===== src/rtl/noc_mc_req.sv =====
// NoC-to-MIG request bridge: buffers incoming NoC packets, decodes read/write
// requests and issues them on the MIG command/write ports with a read-credit limit.

`ifndef IO_WIDTH
`define IO_WIDTH 64
`endif

module noc_mc_req #(
  parameter int IO_WIDTH        = `IO_WIDTH,
  parameter int REQ_DEPTH       = 8,
  parameter int MAX_OUTSTANDING = 64,
  parameter int MIG_ADDR_W      = 30
) (
  input  logic                  clk,
  input  logic                  rst,
  input  logic [IO_WIDTH-1:0]   data_from_noc,
  output logic                  noc_sendok,
  output logic                  mig_cmd_en,
  output logic [2:0]            mig_cmd_instr,
  output logic [MIG_ADDR_W-1:0] mig_cmd_addr,
  output logic [5:0]            mig_cmd_bl,
  input  logic                  mig_cmd_full,
  output logic                  mig_wr_en,
  output logic [31:0]           mig_wr_data,
  output logic [3:0]            mig_wr_mask,
  input  logic                  mig_wr_full,
  input  logic                  rd_data_valid,
  output logic                  addr_valid,
  output logic [IO_WIDTH-1:0]   addr_data,
  output logic [6:0]            rd_outstanding,
  output logic [7:0]            bad_pkt_cnt
);

  // Packet layout, MSB first: SENDBIT | TYPE[2:0] | SRC[3:0] | DATA_A | DATA[31:0]
  localparam int SENDBIT  = IO_WIDTH - 1;
  localparam int TYPE_LSB = IO_WIDTH - 4;
  localparam int DA_LSB   = 32;
  localparam int DA_W     = IO_WIDTH - 8 - DA_LSB;
  localparam logic [2:0] TYPE_RD = 3'd1;
  localparam logic [2:0] TYPE_WR = 3'd2;

  localparam logic [2:0] S_IDLE    = 3'd0;
  localparam logic [2:0] S_POP     = 3'd1;
  localparam logic [2:0] S_DECODE  = 3'd2;
  localparam logic [2:0] S_WR_DATA = 3'd3;
  localparam logic [2:0] S_CMD     = 3'd4;

  localparam int PTR_W = (REQ_DEPTH > 1) ? $clog2(REQ_DEPTH) : 1;
  localparam int CNT_W = $clog2(REQ_DEPTH + 1);

  logic [IO_WIDTH-1:0]   mem_q [REQ_DEPTH];
  logic [PTR_W-1:0]      wr_ptr_q, rd_ptr_q;
  logic [CNT_W-1:0]      count_q;
  logic [IO_WIDTH-1:0]   head_q, pkt_q;
  logic [2:0]            state_q, state_d;
  logic                  fifo_wr, fifo_rd, pkt_load, bad_inc, rd_inc;
  logic                  cmd_en_d, wr_en_d, av_d;
  logic                  cmd_en_q, wr_en_q, av_q;
  logic [2:0]            instr_q;
  logic [MIG_ADDR_W-1:0] cmd_addr, addr_q;
  logic [31:0]           wdata_q;
  logic [IO_WIDTH-1:0]   adata_q;
  logic [6:0]            rd_out_q;
  logic [7:0]            bad_q;
  logic [2:0]            pkt_type;

  assign pkt_type = pkt_q[TYPE_LSB +: 3];

  generate
    if (DA_W >= MIG_ADDR_W) begin : g_addr_trunc
      assign cmd_addr = pkt_q[DA_LSB +: MIG_ADDR_W];
    end else begin : g_addr_zext
      assign cmd_addr = {{(MIG_ADDR_W - DA_W){1'b0}}, pkt_q[DA_LSB +: DA_W]};
    end
  endgenerate

  assign noc_sendok = (count_q < CNT_W'(REQ_DEPTH));
  assign fifo_wr    = data_from_noc[SENDBIT] && noc_sendok;

  function automatic logic [PTR_W-1:0] ptr_inc(input logic [PTR_W-1:0] p);
    return (p == PTR_W'(REQ_DEPTH - 1)) ? '0 : p + 1'b1;
  endfunction

  // NOTE: storage array has no reset; emptiness is defined by the pointers and
  // count alone, which keeps the array mappable to plain RAM.
  always_ff @(posedge clk) begin
    if (fifo_wr) mem_q[wr_ptr_q] <= data_from_noc;
  end

  // NOTE: all sequential state uses non-blocking assignments so every register
  // samples pre-edge values regardless of block ordering.
  always_ff @(posedge clk or negedge rst) begin
    if (!rst) begin
      wr_ptr_q <= '0;
      rd_ptr_q <= '0;
      count_q  <= '0;
      head_q   <= '0;
    end else begin
      if (fifo_wr) wr_ptr_q <= ptr_inc(wr_ptr_q);
      if (fifo_rd) begin
        rd_ptr_q <= ptr_inc(rd_ptr_q);
        head_q   <= mem_q[rd_ptr_q];
      end
      case ({fifo_wr, fifo_rd})
        2'b10:   count_q <= count_q + 1'b1;
        2'b01:   count_q <= count_q - 1'b1;
        default: count_q <= count_q;
      endcase
    end
  end

  // NOTE: every combinational output gets a default first so no latch is inferred.
  always_comb begin
    state_d  = state_q;
    fifo_rd  = 1'b0;
    pkt_load = 1'b0;
    bad_inc  = 1'b0;
    cmd_en_d = 1'b0;
    wr_en_d  = 1'b0;
    av_d     = 1'b0;
    rd_inc   = 1'b0;
    case (state_q)
      S_IDLE: if (count_q != '0) begin
        fifo_rd = 1'b1;
        state_d = S_POP;
      end
      S_POP: begin
        pkt_load = 1'b1;
        state_d  = S_DECODE;
      end
      S_DECODE: begin
        if (pkt_type == TYPE_RD)      state_d = S_CMD;
        else if (pkt_type == TYPE_WR) state_d = S_WR_DATA;
        else begin
          bad_inc = 1'b1;
          state_d = S_IDLE;
        end
      end
      S_WR_DATA: if (!mig_wr_full) begin
        wr_en_d = 1'b1;
        state_d = S_CMD;
      end
      S_CMD: begin
        if (pkt_type == TYPE_WR) begin
          if (!mig_cmd_full) begin
            cmd_en_d = 1'b1;
            state_d  = S_IDLE;
          end
        end else if (!mig_cmd_full && (rd_out_q < 7'(MAX_OUTSTANDING))) begin
          cmd_en_d = 1'b1;
          av_d     = 1'b1;
          rd_inc   = 1'b1;
          state_d  = S_IDLE;
        end
      end
      default: state_d = S_IDLE;
    endcase
  end

  always_ff @(posedge clk or negedge rst) begin
    if (!rst) begin
      state_q  <= S_IDLE;
      pkt_q    <= '0;
      cmd_en_q <= 1'b0;
      wr_en_q  <= 1'b0;
      av_q     <= 1'b0;
      instr_q  <= '0;
      addr_q   <= '0;
      wdata_q  <= '0;
      adata_q  <= '0;
      rd_out_q <= '0;
      bad_q    <= '0;
    end else begin
      state_q  <= state_d;
      cmd_en_q <= cmd_en_d;
      wr_en_q  <= wr_en_d;
      av_q     <= av_d;
      if (pkt_load) pkt_q <= head_q;
      if (cmd_en_d) begin
        instr_q <= (pkt_type == TYPE_WR) ? 3'b000 : 3'b001;
        addr_q  <= cmd_addr;
      end
      if (wr_en_d) wdata_q <= pkt_q[31:0];
      if (av_d)    adata_q <= pkt_q;
      // A grant and a returning word in the same cycle cancel out.
      if (rd_inc && !rd_data_valid)                        rd_out_q <= rd_out_q + 1'b1;
      else if (!rd_inc && rd_data_valid && rd_out_q != '0) rd_out_q <= rd_out_q - 1'b1;
      if (bad_inc && bad_q != 8'hFF) bad_q <= bad_q + 1'b1;
    end
  end

  assign mig_cmd_en     = cmd_en_q;
  assign mig_cmd_instr  = instr_q;
  assign mig_cmd_addr   = addr_q;
  assign mig_cmd_bl     = 6'd0;
  assign mig_wr_en      = wr_en_q;
  assign mig_wr_data    = wdata_q;
  assign mig_wr_mask    = 4'd0;
  assign addr_valid     = av_q;
  assign addr_data      = adata_q;
  assign rd_outstanding = rd_out_q;
  assign bad_pkt_cnt    = bad_q;

endmodule


===== config.mk =====
export PLATFORM = sky130hd
export DESIGN_NAME = noc_mc_req
export DESIGN_NICKNAME = d
export VERILOG_FILES = /design/src/rtl/noc_mc_req.sv
export SDC_FILE = /design/constraint.sdc
export NUM_CORES = 1
export LEC_CHECK = 0
export BUFFER_PORTS_ARGS = -buffer_cell sky130_fd_sc_hd__buf_4
export CAP_MARGIN = 20
export CORE_MARGIN = 10
export CORE_UTILIZATION = 25
export CTS_CLUSTER_SIZE = 40
export DETAILED_ROUTE_END_ITERATION = 6
export SLEW_MARGIN = 20
export SYNTH_ARGS = -nofsm -noshare
export SYNTH_HDL_FRONTEND = slang
export SYNTH_SLANG_ARGS = --single-unit

===== constraint.sdc =====
create_clock -name clk -period 8.9 [get_ports clk]
set_clock_uncertainty 0.15 [all_clocks]
set_input_delay 0.89 -clock clk [delete_from_list [all_inputs] [get_ports clk]]
set_output_delay 0.89 -clock clk [all_outputs]
set_load 0.02 [all_outputs]

**Word-level counts from Yosys, hierarchy flattened**

Memory sizes are Yosys's and may differ from the RTL's. A register that Yosys moved wholly into a read port is not among the register bits.
Index checks and enable logic that the tools add are counted.

- Flip-flop bits (word level): 218
- Bits in writable memories: 512
- Input port bits: 69
- Output and inout port bits: 158
- Word-level logic and storage cells: 85
- Memories: 1

Memories:

| name | depth | width | read ports | clocked after Yosys merged registers in | wr ports | line | text |
|---|---|---|---|---|---|---|---|
| mem_q | 8 | 64 | 1 | 1 | 1 | 51 | `logic [IO_WIDTH-1:0] mem_q [REQ_DEPTH];` |

- Add/sub/neg operators: 7
- Magnitude comparators: 2
- Equal/unequal tests: 15
- Muxes and demuxes: 30
- Reductions and logical operators: 16

Operators with widths:

| operator | number |
|---|---|
| $mux W3 | 8 |
| $mux W1 | 17 |
| $pmux W3 S5 | 1 |
| $mux W7 | 2 |
| $eq A3 B2 Y1 const B | 3 |
| $eq A3 B3 Y1 const B | 3 |
| $add A8 B1 Y8 const B | 1 |
| $ne A8 B8 Y1 const B | 1 |
| $pmux W4 S2 | 1 |
| $add A7 B1 Y7 const B | 1 |
| $lt A7 B7 Y1 const B | 1 |
| $reduce_bool A7 Y1 | 1 |
| $sub A7 B1 Y7 const B | 1 |
| $add A3 B1 Y3 const B | 2 |
| $eq A3 B1 Y1 const B | 2 |
| $logic_and A1 B1 Y1 | 6 |
| $ne A3 B3 Y1 const B | 2 |
| $add A4 B1 Y4 const B | 1 |
| $logic_not A1 Y1 | 4 |
| $lt A4 B4 Y1 const B | 1 |
| $ne A2 B2 Y1 const B | 2 |
| $reduce_and A4 Y1 | 1 |
| $reduce_bool A2 Y1 | 2 |
| $reduce_bool A4 Y1 | 1 |
| 5 further kinds | 5 |

**Longest topological paths before layout**

- Word-level depth: 10
- Mapped depth: 11
- Mapped depth without buffers: 10

**Worst setup path before layout**

Ideal clock, no wire load.

- Path kind: input -> register
- Start point: in data_from_noc[63]
- End point: mem mem_q[0][0] in the netlist's numbering, enable pin
- Library setup time: 0.565 ns
- Arrival time: 5.680 ns
- Data required time: 8.185 ns
- Slack: 2.506 ns
- Stages: 3
- Buffers on the path: 0
- Path through: nand2_1 > or2_2 > nor3_1

- Word-level cells in the longest chain between the ends: 3

Ends and longest elaborated chain:

| element | line | text |
|---|---|---|
| from (decl) | 16 | `input logic [IO_WIDTH-1:0] data_from_noc,` |
| $logic_and A1 B1 Y1 | 78 | `assign fifo_wr = data_from_noc[SENDBIT] && noc_sendok;` |
| $mux W1 | 87 | `if (fifo_wr) mem_q[wr_ptr_q] <= data_from_noc;` |
| $mux W1 (implied by the code) | 87 |  |
| to (decl) | 51 |  |

Every way passes these cells.

**Worst setup path in the final report**

- Start point: reg state_q[0]
- End point: reg rd_out_q[5], in the netlist rd_outstanding[5]

- Word-level cells in the longest chain between the ends: 6
- Elaborated cells between the ends (all ways): 8
- Those cells by class: eq/ne (1); mux (2); reduce/logical (5)

Ends and longest elaborated chain:

| element | line | text |
|---|---|---|
| from (decl) | 55 | `logic [2:0] state_q, state_d;` |
| from (signal assigned) | 174 | `state_q <= state_d;` |
| $eq A3 B3 Y1 * | 122 | `case (state_q)` |
| $mux W1 * | 122 |  |
| $logic_not A1 Y1 | 187 | `else if (!rd_inc && rd_data_valid && rd_out_q != '0) rd_out_q <= rd_out_q - 1'b1;` |
| $logic_and A1 B1 Y1 (2 in series) | 187 |  |
| $reduce_bool A2 Y1 (no source line) | - |  |
| to (signal assigned) | 186 | `if (rd_inc && !rd_data_valid) rd_out_q <= rd_out_q + 1'b1;` |
| to (signal assigned) | 187 |  |
| to (decl) | 63 | `logic [6:0] rd_out_q;` |

Every way passes the cells marked *; elsewhere a longest branch is shown, timed or not.
A chain may end at the register's enable or synchronous reset.

==> summary.md <==
| Metric | Value |
|---|---|
| Outcome | finished clean |
| Synth cell types | 48 |
| Cells after synthesis | ~1700 |
| Final wirelength | 72680 µm |
| Core Area | between 0.1 and 0.15 mm² |
| Largest family of logic cells by synthesized area | multiplexers |
| Via count | between 15000 and 20000 |
| Clk root buf | clkbuf_16 |
| Clk_lat worst skew | 0.66 ns |
| Max Buffers Root-to-Sink | 3 |
| CP Data Required Time | 9.30 ns |
| Adder-cell share of the synthesized area | less than 1% |
| Routability cong. | 0.7227 |
| Seq/Total Area, Yosys | around three quarters |
| Tot GR Track Use | 10.66% |
| Area Growth Syn to Fin | 21.32% |
| Final Cycle Share | 38.38% |
| Pin count of the biggest net entering global routing | 145 |
| DPL Wire Length | 42350 µm |
| Compound-Gate Fraction of Synth Area | 1.562% |
| Mean Syn Cell Area | 18.11 µm² |
| Simple-Gate Fraction of Synth Area | 4.388% |
| CTS H-tree depth | 3 |
| IO buf count | 208 |
| Max-slew headroom | 32.18% |
| Crit path DAT | about 3.8 ns |
| Pre-CTS WS | approximately 5.1 ns |
| R2R depth | 10 |
| Worst-path clk slew | 0.06 ns |
| Period minus WS final | 3.416 ns |
| Final hold slack | 0.06779 ns |
| Leak | about 0.013 µW |
| Cts repair resizes | 0 |
| Die ar. | 0.1347 mm² |
| Hold Path Class | input port to async pin |
| Crit-path slowest cell | or4b_4 |
| Setup Total Neg Slack | 0 ns |
| Synth Warn # | 0 |
| Initial antenna violation count | 14 |
| # DRC | 0 |
| Flops & latches, synth | 792 |
| Final Hold Viols | 0 |
| Layout Nets | 1992 |
| CP Launch Type | flip-flop |
| Global route overflow | 0 |
| CP cell instances | or4b_4 > or3_4 > clkinv_2 > nand2b_4 > ha_1 > and2_1 > a311o_1 > a21oi_1 > xnor2_1 > mux2_4 |
| Final instance area | around 0.037 mm² |
| Pwr dens | 351.6 mW/mm² |
| Slew @ Worst Pin | 1.017 ns |
| CTS buffer count | 88 |
| Slew Limit Fails | 0 |
| TritonRoute pass-1 iters | 5 |
| Starting DRT DRC Count | 1052 |
| Max Freq | 292.7 MHz |
| Crit path launch | state_q[0] |
| Area after DPL | 0.03354 mm² |
| Worst R2R Start | state_q[0] |
| Vias/cell | 4.213 |
| Crit path max fanout | 14 |
| Type of the worst setup path | flip-flop to flip-flop |
| TritonCTS Sinks | just under 800 |
| Peak per-stage delay on the critical path | 0.60 ns |
| Max cap viols | 0 |
| First-pass GRT wire length | 109200 µm |
| Mux contribution to synthesized area | 16.62% |
| Num ports | 227 |
| Setup WS post-layout | 5.484 ns |
| Die Ht | 367.1 µm |
| Number of post-CTS setup repair buffers | 0 |
| Reg2Reg Setup Slack | 5.48 ns |
| PnR Total Power | 12840 µW |
| Final setup vio count | 0 |
| Die X | 367.1 µm |
| VDD IR max | between 0.15 and 0.2 mV |
| Hold-fix buffers, CTS | 0 |
| Post-Syn Area | between 0.03 and 0.04 mm² |
| Routed len/inst | about 20 µm |
| Endpoint class of the critical path | flip-flop |
| Number of global-route vias before repair | 16464 |
| CTS tree | yes |
| Routed Antenna Nets | 0 |
| Share of layout cells above drive strength 1 | ~33% |
| Xor/xnor share of the synthesized area | 0.5236% |
| Starting density of the core | ~25% |
| RSZ-0062 raised after global routing | false |
| Num rows | 127 |
-- cells in the final DEF, fill, tap and decap left out, types with 2 or more instances in the layout --
master	synthesis	routed
edfxtp_1	512	512
dfrtp_1	280	277
buf_4	20	231
nand2_1	205	205
mux4_2	128	128
mux2_2	123	123
clkbuf_16	0	91
a21oi_1	73	73
nor2_1	76	70
mux2i_1	66	66
clkbuf_1	40	22
conb_1	1	18
ha_1	14	14
clkinv_2	0	13
xnor2_1	10	10
clkbuf_8	0	10
inv_1	9	9
o21ai_0	8	8
xor2_1	8	8
clkinvlp_4	0	8
nor3_1	9	7
clkinv_1	0	7
nor2_4	0	6
mux2_4	5	5
nand2b_1	4	4
nand3_1	4	4
clkinv_16	0	4
bufinv_16	0	4
a21o_1	3	3
nor4_1	3	3
dfrtp_4	0	3
nor3_2	0	2
fa_1	2	2
inv_4	0	2
inv_6	0	2
inv_16	0	2
buf_12	0	2
-- worst paths after layout --
check	to
worst max-delay path	rd_outstanding[5]
worst min-delay path	addr_data[14]
worst max register to register	rd_outstanding[5]
worst min register to register	addr_data[29]
max in group asynchronous	rd_ptr_q[2]
min in group clk	mem_q[0][57]
-- sequential cells by signal, indices dropped and copies added, names as in the netlist --
| signal | flops |
|---|---|
| mem_q | 512 |
| addr_data | 64 |
| head_q | 64 |
| pkt_q | 64 |
| mig_wr_data | 32 |
| mig_cmd_addr | 24 |
| bad_pkt_cnt | 8 |
| rd_outstanding | 7 |
| count_q | 4 |
| rd_ptr_q | 3 |
| state_q | 3 |
| wr_ptr_q | 3 |
| addr_valid | 1 |
| mig_cmd_en | 1 |
| mig_cmd_instr | 1 |
| mig_wr_en | 1 |
-- cell type report --
cell class	count	area (µm²)
Clock buffer	123	2497
Sequential cell	792	22390
Multi-Input combinational cell	781	7318
Clock inverter	43	476.7
Timing Repair Buffer	234	1789
Antenna cell	1	2.502
Inverter	10	38.79
Fill cell	11726	83280
Tap cell	1612	2017
-- Yosys cell counts (all sizes together) --
cell type | count | area (µm²)
or4 | 1 | 7.510
fa | 2 | 40.04
clkbuf | 40 | 150.1
nor3 | 9 | 45.04
buf | 57 | 370.4
inv | 10 | 37.53
o21bai | 1 | 7.510
nand3b | 1 | 7.510
mux4 | 128 | 2883
xnor2 | 10 | 87.58
nand2 | 206 | 780.8
dfrtp | 280 | 7007
nor4 | 4 | 31.28
mux2 | 128 | 1460
nand2b | 5 | 38.78
or4b | 1 | 13.76
a211oi | 1 | 7.510
a21oi | 74 | 374.1
edfxtp | 512 | 15370
a21o | 3 | 22.52
o2bb2ai | 1 | 8.760
conb | 1 | 3.750
and2 | 1 | 6.260
xor2 | 8 | 70.07
a311o | 1 | 10.01
or3b | 1 | 8.760
nor4b | 1 | 8.760
or3 | 2 | 17.52
nand4 | 1 | 6.260
ha | 14 | 175.2
nand3 | 5 | 30.03
mux2i | 66 | 660.6
nor3b | 3 | 27.52
or2 | 1 | 6.260
nor2 | 76 | 285.3
o21ai | 8 | 40.04
-- where the power goes --
part / internal, µW / switching (µW)
clock: 2110 / 1540
combinational: 1780 / 2020
sequential: 4790 / 604
-- logic make-up after synthesis --
kind of cell	after synthesis
compound gates	89
xor+xnor	18
simple gates	318
fa+ha+maj	16
other cells	1
flops	792
mux	322
buf+inv	107
-- worst max-delay path, delay by kind of cell, from the launching register on --
kind,cells,cell delay [ns]
multiplexers,1,0.27
flip-flops,1,0.54
AO/OA/AOI/OAI,2,0.56
AND/OR/NAND/NOR,4,1.25
XOR/XNOR,1,0.11
buffers and inverters,1,0.08
adder cells (fa/ha/maj),1,0.34
-- through the flow --
step                instances  util, %
finish                   3596    30.49
global route             3596    30.49
CTS                      3594    30.47
detailed placement       3428    27.99
global placement         3428    27.99
floorplan                1680        -
-- layer usage --
metal / GRT usage [%] / part of all wire (%)
met2: 17.75 / 49
met5: 0 / 0.15
met1: 13.37 / 43
met3: 2.830 / 5.8
met4: 3.485 / 2.3
Power figures use the tool's default switching activity.
